$ cat src/rtl/ddr_burst_arbiter.sv
// Round-robin arbiter granting one client at a time a read or write burst on the
// shared DDR controller port, with a per-burst watchdog and a one-cycle gap between bursts.
module ddr_burst_arbiter #(
    parameter int unsigned DDR_ADDR_WIDTH = 28,
    parameter int unsigned NUM_REQ        = 4,
    parameter int unsigned TIMEOUT        = 1024
) (
    input  logic                              mem_clk,
    input  logic                              rst,
    input  logic [NUM_REQ-1:0]                cli_req,
    input  logic [NUM_REQ-1:0]                cli_we,
    input  logic [NUM_REQ*DDR_ADDR_WIDTH-1:0] cli_addr,
    input  logic [NUM_REQ*10-1:0]             cli_len,
    output logic [NUM_REQ-1:0]                cli_grant,
    output logic [NUM_REQ-1:0]                cli_done,
    output logic [NUM_REQ-1:0]                cli_err,
    output logic                              rd_burst_req,
    output logic                              wr_burst_req,
    output logic [DDR_ADDR_WIDTH-1:0]         rd_burst_addr,
    output logic [DDR_ADDR_WIDTH-1:0]         wr_burst_addr,
    output logic [9:0]                        rd_burst_len,
    output logic [9:0]                        wr_burst_len,
    input  logic                              rd_burst_finish,
    input  logic                              wr_burst_finish,
    output logic                              busy
);

    localparam int unsigned LEN_W = 10;
    localparam int unsigned IDX_W = (NUM_REQ > 1) ? $clog2(NUM_REQ) : 1;
    localparam int unsigned WD_W  = (TIMEOUT > 1) ? $clog2(TIMEOUT) : 1;

    typedef enum logic [1:0] {
        IDLE = 2'd0,
        BUSY = 2'd1,
        GAP  = 2'd2
    } state_t;

    state_t                    state, state_next;
    logic [IDX_W-1:0]          rr_ptr, rr_next;
    logic [IDX_W-1:0]          owner, owner_next;
    logic [WD_W-1:0]           watchdog, wd_next;
    logic                      zero_len, zero_next;
    logic [NUM_REQ-1:0]        grant_next, done_next, err_next;
    logic                      rd_req_next, wr_req_next, busy_next;
    logic [DDR_ADDR_WIDTH-1:0] rd_addr_next, wr_addr_next;
    logic [LEN_W-1:0]          rd_len_next, wr_len_next;

    logic                      found;
    logic [IDX_W-1:0]          pick;
    int unsigned               cand;
    logic                      finish_match;
    logic                      complete;

    logic [DDR_ADDR_WIDTH-1:0] addr_arr [NUM_REQ];
    logic [LEN_W-1:0]          len_arr  [NUM_REQ];

    // Unpack the flat per-client buses into arrays indexed by client
    for (genvar g = 0; g < int'(NUM_REQ); g++) begin : g_unpack
        assign addr_arr[g] = cli_addr[g*DDR_ADDR_WIDTH +: DDR_ADDR_WIDTH];
        assign len_arr[g]  = cli_len[g*LEN_W +: LEN_W];
    end

    // Next-state and next-output logic
    always_comb begin
        state_next   = state;
        rr_next      = rr_ptr;
        owner_next   = owner;
        wd_next      = watchdog;
        zero_next    = zero_len;
        grant_next   = cli_grant;
        done_next    = '0;
        err_next     = '0;
        rd_req_next  = rd_burst_req;
        wr_req_next  = wr_burst_req;
        rd_addr_next = rd_burst_addr;
        wr_addr_next = wr_burst_addr;
        rd_len_next  = rd_burst_len;
        wr_len_next  = wr_burst_len;
        found        = 1'b0;
        pick         = '0;
        cand         = 0;
        complete     = 1'b0;

        // Round-robin search starting at rr_ptr
        for (int k = 0; k < int'(NUM_REQ); k++) begin
            cand = (int'(rr_ptr) + k) % int'(NUM_REQ);
            if (!found && cli_req[IDX_W'(cand)]) begin
                found = 1'b1;
                pick  = IDX_W'(cand);
            end
        end

        finish_match = (rd_burst_req && rd_burst_finish) || (wr_burst_req && wr_burst_finish);

        case (state)
            IDLE: begin
                if (found) begin
                    grant_next       = '0;
                    grant_next[pick] = 1'b1;
                    owner_next       = pick;
                    rr_next          = (pick == IDX_W'(NUM_REQ - 1)) ? '0 : pick + IDX_W'(1);
                    wd_next          = '0;
                    zero_next        = (len_arr[pick] == '0);
                    state_next       = BUSY;
                    if (len_arr[pick] != '0) begin
                        if (cli_we[pick]) begin
                            wr_req_next  = 1'b1;
                            wr_addr_next = addr_arr[pick];
                            wr_len_next  = len_arr[pick];
                        end else begin
                            rd_req_next  = 1'b1;
                            rd_addr_next = addr_arr[pick];
                            rd_len_next  = len_arr[pick];
                        end
                    end
                end
            end
            BUSY: begin
                // A matching finish wins over a simultaneous watchdog expiry
                if (zero_len || finish_match) begin
                    complete = 1'b1;
                end else if (watchdog == WD_W'(TIMEOUT - 1)) begin
                    complete        = 1'b1;
                    err_next[owner] = 1'b1;
                end else begin
                    wd_next = watchdog + WD_W'(1);
                end
                if (complete) begin
                    rd_req_next      = 1'b0;
                    wr_req_next      = 1'b0;
                    grant_next       = '0;
                    done_next[owner] = 1'b1;
                    state_next       = GAP;
                end
            end
            GAP: begin
                state_next = IDLE;
            end
            default: begin
                state_next = IDLE;
            end
        endcase

        busy_next = (state_next != IDLE);
    end

    // State and output registers
    always_ff @(posedge mem_clk or posedge rst) begin
        if (rst) begin
            state         <= IDLE;
            rr_ptr        <= '0;
            owner         <= '0;
            watchdog      <= '0;
            zero_len      <= 1'b0;
            cli_grant     <= '0;
            cli_done      <= '0;
            cli_err       <= '0;
            rd_burst_req  <= 1'b0;
            wr_burst_req  <= 1'b0;
            rd_burst_addr <= '0;
            wr_burst_addr <= '0;
            rd_burst_len  <= '0;
            wr_burst_len  <= '0;
            busy          <= 1'b0;
        end else begin
            state         <= state_next;
            rr_ptr        <= rr_next;
            owner         <= owner_next;
            watchdog      <= wd_next;
            zero_len      <= zero_next;
            cli_grant     <= grant_next;
            cli_done      <= done_next;
            cli_err       <= err_next;
            rd_burst_req  <= rd_req_next;
            wr_burst_req  <= wr_req_next;
            rd_burst_addr <= rd_addr_next;
            wr_burst_addr <= wr_addr_next;
            rd_burst_len  <= rd_len_next;
            wr_burst_len  <= wr_len_next;
            busy          <= busy_next;
        end
    end

endmodule

$ cat config.mk
export PLATFORM = sky130hd
export DESIGN_NAME = ddr_burst_arbiter
export DESIGN_NICKNAME = d
export VERILOG_FILES = /design/src/rtl/ddr_burst_arbiter.sv
export SDC_FILE = /design/constraint.sdc
export NUM_CORES = 1
export LEC_CHECK = 0
export ABC_AREA = 0
export BUFFER_PORTS_ARGS = -buffer_cell sky130_fd_sc_hd__buf_4
export CORE_MARGIN = 4
export CORE_UTILIZATION = 50
export DETAILED_ROUTE_END_ITERATION = 10
export PLACE_DENSITY = 0.91
export SLEW_MARGIN = 15
export SYNTH_ARGS = -nofsm -noshare
export SYNTH_HDL_FRONTEND = slang
export SYNTH_SLANG_ARGS = --single-unit
$ cat constraint.sdc
create_clock -name mem_clk -period 10.61 [get_ports mem_clk]
set_clock_uncertainty 0.05 [all_clocks]
set_input_delay 1.5915 -clock mem_clk [delete_from_list [all_inputs] [get_ports mem_clk]]
set_output_delay 1.5915 -clock mem_clk [all_outputs]
set_load 0.02 [all_outputs]
* Word level (Yosys, flattened, before mapping)
Index checks and enable logic that the tools add are counted. W data, S select, Z words.
Storage, ports and cells: bits in registers 108, logic and storage cells 121
Operators by class: add/subtract/negate cells 5, magnitude comparators 9, equality and inequality tests 10, multiplexer cells 56, bitwise logic cells 2, reduce and logical (&&, ||, !) cells 24
Operators with widths (count):
- $bmux W28 S2 | 1
- $mux W28 | 2
- $mux W10 | 5
- $mux W4 | 7
- $mux W1 | 21
- $bmux W10 S2 | 1
- $pmux W10 S2 | 1
- $lt A2 B3 Y1 const B | 6
- $mux W2 | 7
- $ne A2 B2 Y1 const B | 7
- $reduce_and A4 Y1 | 3
- $add A10 B1 Y10 const B | 1
- $bmux W1 S2 | 5
- $eq A10 B10 Y1 const B | 1
- $logic_not A10 Y1 | 1
- $reduce_and A5 Y1 | 2
- $reduce_bool A10 Y1 | 1
- $pmux W4 S2 | 1
- $logic_and A1 B1 Y1 | 7
- $add A2 B1 Y2 const B | 2
- $add A2 B2 Y2 const B | 2
- $demux W1 S2 | 2
- $ge A2 B1 Y1 const B | 2
- $pmux W1 S2 | 2
- 12 further kinds | 16

* Longest topological paths before layout
Gate-level depths: netlist (run 1).
word-level depth 20, mapped depth 12, mapped depth without buffers 9

* Least setup slack after synthesis (run 1)
Ideal clock, no wire load.
kind input to register, from input cli_req[2], to register rd_burst_addr[10], setup time 125 ps, arrival 3705 ps, required time 10435 ps, path slack 6730 ps, stages 11, path buffers 2, cells stage by stage nor2b_1 > a211o_1 > o21ai_2 > inv_2 > buf_4 > mux2i_1 > mux2_2 > nand4_1 > o31ai_2 > buf_4 > mux2_2
Between the ends: word-level cells in the longest chain between the ends 18, elaborated cells on any way between the ends 34, those cells by class mux (24); bitwise (2); reduce/logical (8)
Ends and longest elaborated chain:
- start: declaration | line 10 | input logic [NUM_REQ-1:0] cli_req,
- $bmux W1 S2 | line 87 | if (!found && cli_req[IDX_W'(cand)]) begin
- $mux W1 (implied by the code) | line 87
- $mux W1 | line 87
- $logic_not A1 Y1 | line 87
- $logic_and A1 B1 Y1 | line 87
- $mux W1 | line 87
- $logic_not A1 Y1 | line 87
- $logic_and A1 B1 Y1 | line 87
- $mux W1 | line 87
- $logic_not A1 Y1 | line 87
- $logic_and A1 B1 Y1 | line 87
- $mux W2 | line 87
- $not A2 Y3 (implied by the code) | line 105, 112
- $bmux W10 S2 | line 105 | if (len_arr[pick] != '0) begin
- $mux W10 (implied by the code) (2 in series) | line 105
- $reduce_bool A10 Y1 | line 105
- $reduce_and A4 Y1 (no line)
- end signal: assignment | line 176 | rd_burst_addr <= rd_addr_next;
- end: declaration | line 19 | output logic [DDR_ADDR_WIDTH-1:0] rd_burst_addr,
Several ways; a longest one is shown, not always the timed one. The select of a mux whose other input is x is not followed. A chain may end at the register's enable or synchronous reset.

* Worst setup path after layout (run 1)
from input cli_req[1], to register rd_burst_addr[24]
Same word-level chain as after synthesis.

==> results.toml, run 1 <==
[critical_path]
arrival_ns = 6.01
cpMostUsedCell = "buf_4"
cpMaxStageDelayCell = "o31ai_4"
path_buf_inv = 5
critical_path.top_delay_family = "buffers and inverters"
critPathCaptureType = "flip-flop"
worstPathCellList = "buf_4 -> nor2b_1 -> a211o_1 -> o21ai_4 -> buf_4 -> inv_2 -> buf_4 -> mux2i_1 -> mux2_2 -> nand4_1 -> o31ai_4 -> buf_4 -> mux2_2"
timing.rr.start = "rr_ptr[1]"
startpoint = "cli_req[1]"
critical_path_class = "in -> reg"
cp_max_fo = 60
critPathRequiredTime_ns = 10.80
max_stage_delay_ns = 0.80
startpoint_type = "primary input"

[placement]
gp_congestion = 0.945
place_area_um2 = 7450
dpl_worst_slack_ns = 4.21
dp_hpwl_mm = 13.2
io_buffers = 254

[sta]
maxSlewHeadroom_pct = 33.0
fin_crit_sh_pct = 54.9
worst_slew_pin_slew_ns = 1.00
setup_violations = 0
timing.final.ws_setup_ns = 4.79
fmax_mhz = 172
finalMaxSlewViolations = 0
fin_crit_ns = 5.82
rsz0062_at_grt = "no"
finalHoldViolations = 0
holdWs_ns = 0.445
fin_tns_setup_ns = 0

[yosys]
syn-cell-area_um2 = 5460
synth_cell_types = 37
ys_ff_latch = 108
synth_area_per_cell_um2 = 10.0
ys_warn_count = 0
syn-instance-count = 544
synth_seq_area_share_pct = 49.5
syn_nets = 713

[grt]
grt_pass1_vias = 5262
antenna_found_initial = 0
grt_usage_pct = 26.0
grt_max_degree = 61
grt-ovfl-total = 0
grt_pass1_wl_mm = 26.5

[detailed_routing]
wl_mm = 17.0
postRouteAntennaNets = 0
viasPerCell = 5.51
wl_per_cell_um = 18.5
drc = 0
drt_iter0_drc = 397
dr.pass1.iters = 5
num_vias = 5066

[cts]
cts_buffers = 9
cts_sinks = 108
clk_latency_ns = 0.35
cts-root-buf = "clkbuf_8"
cts-hold-fix-buffers = 0
cts_resized = 0
cts.path.max_buffers = 2
clk_pin_slew_ns = 0.08
cts_tree = "built"
cts_max_level = 3
cts_setup_buffers = 0

[final_layout]
area_growth_pct = 39.4
final_cell_area_um2 = 7610
n_antenna_cell = 0
drive_gt1_share_pct = 41.2
final_common_cell = "buf_4"
final_cell_mix = "buf_4 (261), nand2_1 (146), dfrtp_1 (108), mux2_2 (44)"
final_nets = 952

[worst_hold_path]
hold_path.startpoint = "rd_burst_len[5]"
hold_path.class = "reg -> reg"

[job]
cap_violations = 0

[floorplanning]
io_pins = 255
die_h_um = 112
rows = 37
core_um2 = 10500
die_area_um2 = 12700
initial_core_util_pct = 52.2
die_x_um = 112

[power_and_ir_drop]
power_w = 0.00222
ir_worst_vdd_mv = 0.175
p_leak_nw = 3.82
powerDensity_nw_per_um2 = 292

[status]
status = "completed"
## power breakdown
| group | switching (W) | leakage, nW | internal, W | total [W] |
|---|---|---|---|---|
| sequential | 0.000125 | 1.33 | 0.000597 | 0.000722 |
| clock | 0.000121 | 0.0743 | 0.0000871 | 0.000208 |
| combinational | 0.000730 | 2.42 | 0.000561 | 0.00129 |
## metal layers
layer | track usage [%] | routed length, um
met1 | 30.5 | 6370
met2 | 46.0 | 9060
met3 | 5.77 | 1010
met4 | 10.6 | 582
met5 | 0 | 0
## stage by stage
step,util (%),instances
final,72.7,920
after global routing,72.7,920
after CTS,72.6,919
after detailed placement,71.2,907
after global placement,71.2,907
after floorplan,-,544
## Yosys cell counts
library cell / number / share of area (%)
nor3_1: 7 / 0.64
nand2_1: 146 / 10
nor2b_1: 3 / 0.34
o21ai_2: 1 / 0.16
nand4_1: 2 / 0.23
and2_1: 1 / 0.11
inv_1: 8 / 0.55
a21oi_1: 8 / 0.73
nor2_1: 17 / 1.2
or2_2: 1 / 0.11
inv_2: 1 / 0.069
nor4_1: 2 / 0.23
mux2_1: 24 / 5.0
o41ai_1: 1 / 0.16
o21ai_0: 6 / 0.55
and3_1: 28 / 3.2
o2bb2ai_1: 20 / 3.2
and4_1: 1 / 0.16
buf_1: 2 / 0.14
xor2_1: 3 / 0.48
dfrtp_1: 108 / 50
o31ai_2: 2 / 0.46
nor4b_1: 1 / 0.16
or3_1: 4 / 0.46
a221o_1: 1 / 0.18
nand2b_1: 3 / 0.34
ha_1: 5 / 1.1
buf_2: 2 / 0.18
clkbuf_1: 21 / 1.4
xnor2_1: 1 / 0.16
mux2i_1: 22 / 4.0
o31ai_1: 1 / 0.14
a211o_1: 1 / 0.16
mux2_2: 44 / 9.1
a31oi_1: 28 / 3.2
buf_4: 9 / 1.2
nand3_1: 9 / 0.83
## area by class of cell
type                            instances  area (um^2)
Clock buffer                           12          145
Tap cell                              136          170
Multi-Input combinational cell        393         2580
Fill cell                             763         2850
Sequential cell                       108         2700
Inverter                                9         36.3
Timing Repair Buffer                  262         1970
## worst paths after layout
path                                endpoint  slack, ns  cells past startpoint
max reg2reg                rd_burst_addr[24]       5.74                     12
min                          rd_burst_len[5]       0.44                      1
max in group asynchronous           owner[1]       8.08                      3
min in group asynchronous  wr_burst_addr[19]       1.28                      2
max                        rd_burst_addr[24]       4.79                     13
min reg2reg                  rd_burst_len[5]       0.44                      1
## flip-flops by register name, indices dropped and copies added (netlist names)
register and count:
rd_burst_req 1, rd_burst_len 10, owner 2, watchdog 10, cli_done 4, rd_burst_addr 28, cli_grant 4, busy 1
wr_burst_len 10, zero_len 1, state 2, wr_burst_req 1, cli_err 4, rr_ptr 2, wr_burst_addr 28
## kinds of logic (layout without fill, tap and decap cells)
| family | count (synthesis) | after routing | share of synthesized area (%) |
|---|---|---|---|
| XOR/XNOR | 4 | 4 | 0.642 |
| multiplexers | 90 | 90 | 18.1 |
| adder cells (fa/ha/maj) | 5 | 5 | 1.15 |
| buffers and inverters | 43 | 283 | 3.62 |
| AO/OA/AOI/OAI | 69 | 69 | 8.96 |
| flip-flops | 108 | 108 | 49.5 |
| AND/OR/NAND/NOR | 225 | 225 | 18.0 |
(Power assumes the default switching activity.)
==> inputs of run 2 (changes only) <==
CORE_UTILIZATION = 43   (was 50)
PLACE_DENSITY = 0.84   (was 0.91)
clock period = 5.1 ns   (was 10.61 ns; I/O delays follow)
==> run 2 against run 1 <==
Net effect: wire length decreased by 1.3%; register-to-register slack got worse by 4.2 ns; critical path type unchanged; sequential power increased by 100%; combinational power increased by 110%; total power increased by 120%; highest routed layer unchanged; global-route usage decreased by 3.4 points; flip-flop and latch count unchanged; worst hold slack got worse by 0.0038 ns; first-iteration DRC count decreased by 36%; clock power increased to 3.3 times the previous value; clock-buffer cell count decreased by 1; final cell count increased by 3.9%.
==> results.toml, run 2 (same netlist as run 1, synthesis figures left out) <==
[grt]
grt_usage_pct = 22.6
grt_pass1_vias = 5258
grt-ovfl-total = 0
grt_max_degree = 61
grt_pass1_wl_mm = 26.3
antenna_found_initial = 0

[detailed_routing]
wl_per_cell_um = 17.6
drt_iter0_drc = 256
dr.pass1.iters = 5
postRouteAntennaNets = 0
viasPerCell = 5.33
wl_mm = 16.8
drc = 0
num_vias = 5094

[floorplanning]
die_x_um = 121
die_area_um2 = 14600
die_h_um = 121
rows = 40
core_um2 = 12200
io_pins = 255
initial_core_util_pct = 44.7

[sta]
rsz0062_at_grt = "no"
finalMaxSlewViolations = 0
fmax_mhz = 268
maxSlewHeadroom_pct = 28.3
finalHoldViolations = 0
fin_tns_setup_ns = 0
worst_slew_pin_slew_ns = 1.07
fin_crit_ns = 3.73
setup_violations = 0
fin_crit_sh_pct = 73.1

[placement]
gp_congestion = 0.915
dp_hpwl_mm = 12.9
io_buffers = 254

[worst_hold_path]
holdPathEnd = "busy"
hold_path.class = "reg -> reg"
min_delay_path_depth = 1
hold_path.startpoint = "state[1]"

[power_and_ir_drop]
p_comb_share_pct = 55.5
swShare_pct = 42.9
p_leak_nw = 3.89
powerDensity_nw_per_um2 = 623
p_seq_share_pct = 30.6
clkPwrFrac_pct = 14.0
ir_worst_vdd_mv = 0.319
internal_power_w = 0.00278
power_w = 0.00486
p_sw_w = 0.00208

[final_layout]
n_antenna_cell = 0
reg_top3 = "rd_burst_addr: 28 flops, wr_burst_addr: 28 flops"
final_common_cell = "buf_4"
final_cell_mix = "buf_4 (262), nand2_1 (146), dfrtp_1 (108), mux2_2 (44)"
n_fill_cell = 1036
area_growth_pct = 42.9
final_nets = 952
drive_gt1_share_pct = 41.8

[critical_path]
rr_endpoint = "rd_burst_addr[7]"
cp_max_fo = 42
critPathRequiredTime_ns = 5.27
timing.rr.start = "rr_ptr[0]"
critPathCaptureType = "flip-flop"
startpoint_type = "primary input"
reg2regPathDepth = 10
arrival_ns = 3.89
reg2reg_slack_ns = 1.56
critical_path_class = "in -> reg"

[cts]
cts-hold-fix-buffers = 0
cts_resized = 0
cts_buffers = 9
cts_max_level = 3
cts_sinks = 108
cts-root-buf = "clkbuf_16"
cts_setup_buffers = 0
clk_pin_slew_ns = 0.07
clk_latency_ns = 0.33
cts.path.max_buffers = 2
cts_tree = "built"

[job]
cap_violations = 0

[status]
status = "completed"
==> run 2: critical path, stage by stage <==
cell and delay, ns:
buf_4 0.12, nor2b_1 0.14, nor3_1 0.20, a21oi_1 0.11, nor2_4 0.79, mux2_2 0.36
nand4_1 0.28, o31ai_4 0.32, buf_4 0.37, mux2_2 0.39
==> run 2: metal layers <==
layer	global-route usage, %	part of all wire, %	up-vias	wire [um]
li1	-	-	2372	-
met1	26.3	38	2478	6340
met2	40.6	53	210	8950
met3	5.66	6.7	34	1130
met4	7.22	2.2	0	374
met5	0	0	-	0
==> run 2: cell type report <==
type	count	area (um^2)	area share, %
multi-input combinational	393	2590	33.2
sequential	108	2700	34.6
inverter	9	36.3	0.465
clock inverter	5	41.3	0.529
tap	168	210	2.69
timing repair buffer	262	1970	25.2
clock buffer	11	253	3.24
==> run 2: worst max path at each step <==
stage,to,slack [ns],from,cells after the start
after global placement,rd_burst_addr[0],1.29,cli_req[0],10
after global routing,wr_burst_addr[6],1.24,cli_req[0],10
after detailed placement,rd_burst_addr[7],1.05,cli_req[0],10
final,rd_burst_addr[7],1.37,cli_req[0],10
after CTS,rd_burst_addr[7],1.41,cli_req[0],10
after floorplan,busy,1.44,rst,1
==> run 2: stage by stage <==
stage / utilization [%] / hold WS (ns) / worst slack, ns / instances / area [um^2]
2_1_floorplan: - / 0.394 / 1.44 / 544 / 5460
3_3_place_gp: 61.5 / 0.418 / 1.29 / 940 / 7510
3_5_place_dp: 61.5 / 0.429 / 1.05 / 940 / 7510
4_1_cts: 63.9 / 0.446 / 1.41 / 956 / 7800
5_1_grt: 63.9 / 0.461 / 1.24 / 956 / 7800
6_report: 63.9 / 0.441 / 1.37 / 956 / 7800
==> run 2: power by group through the flow <==
stage / clock, W / sequential, W / combinational [W]
after floorplan: 0 / 0.00186 / 0.00127
after global placement: 0 / 0.00149 / 0.00260
after detailed placement: 0 / 0.00149 / 0.00271
after CTS: 0.000694 / 0.00148 / 0.00271
after global routing: 0.000728 / 0.00153 / 0.00290
final: 0.000679 / 0.00148 / 0.00269
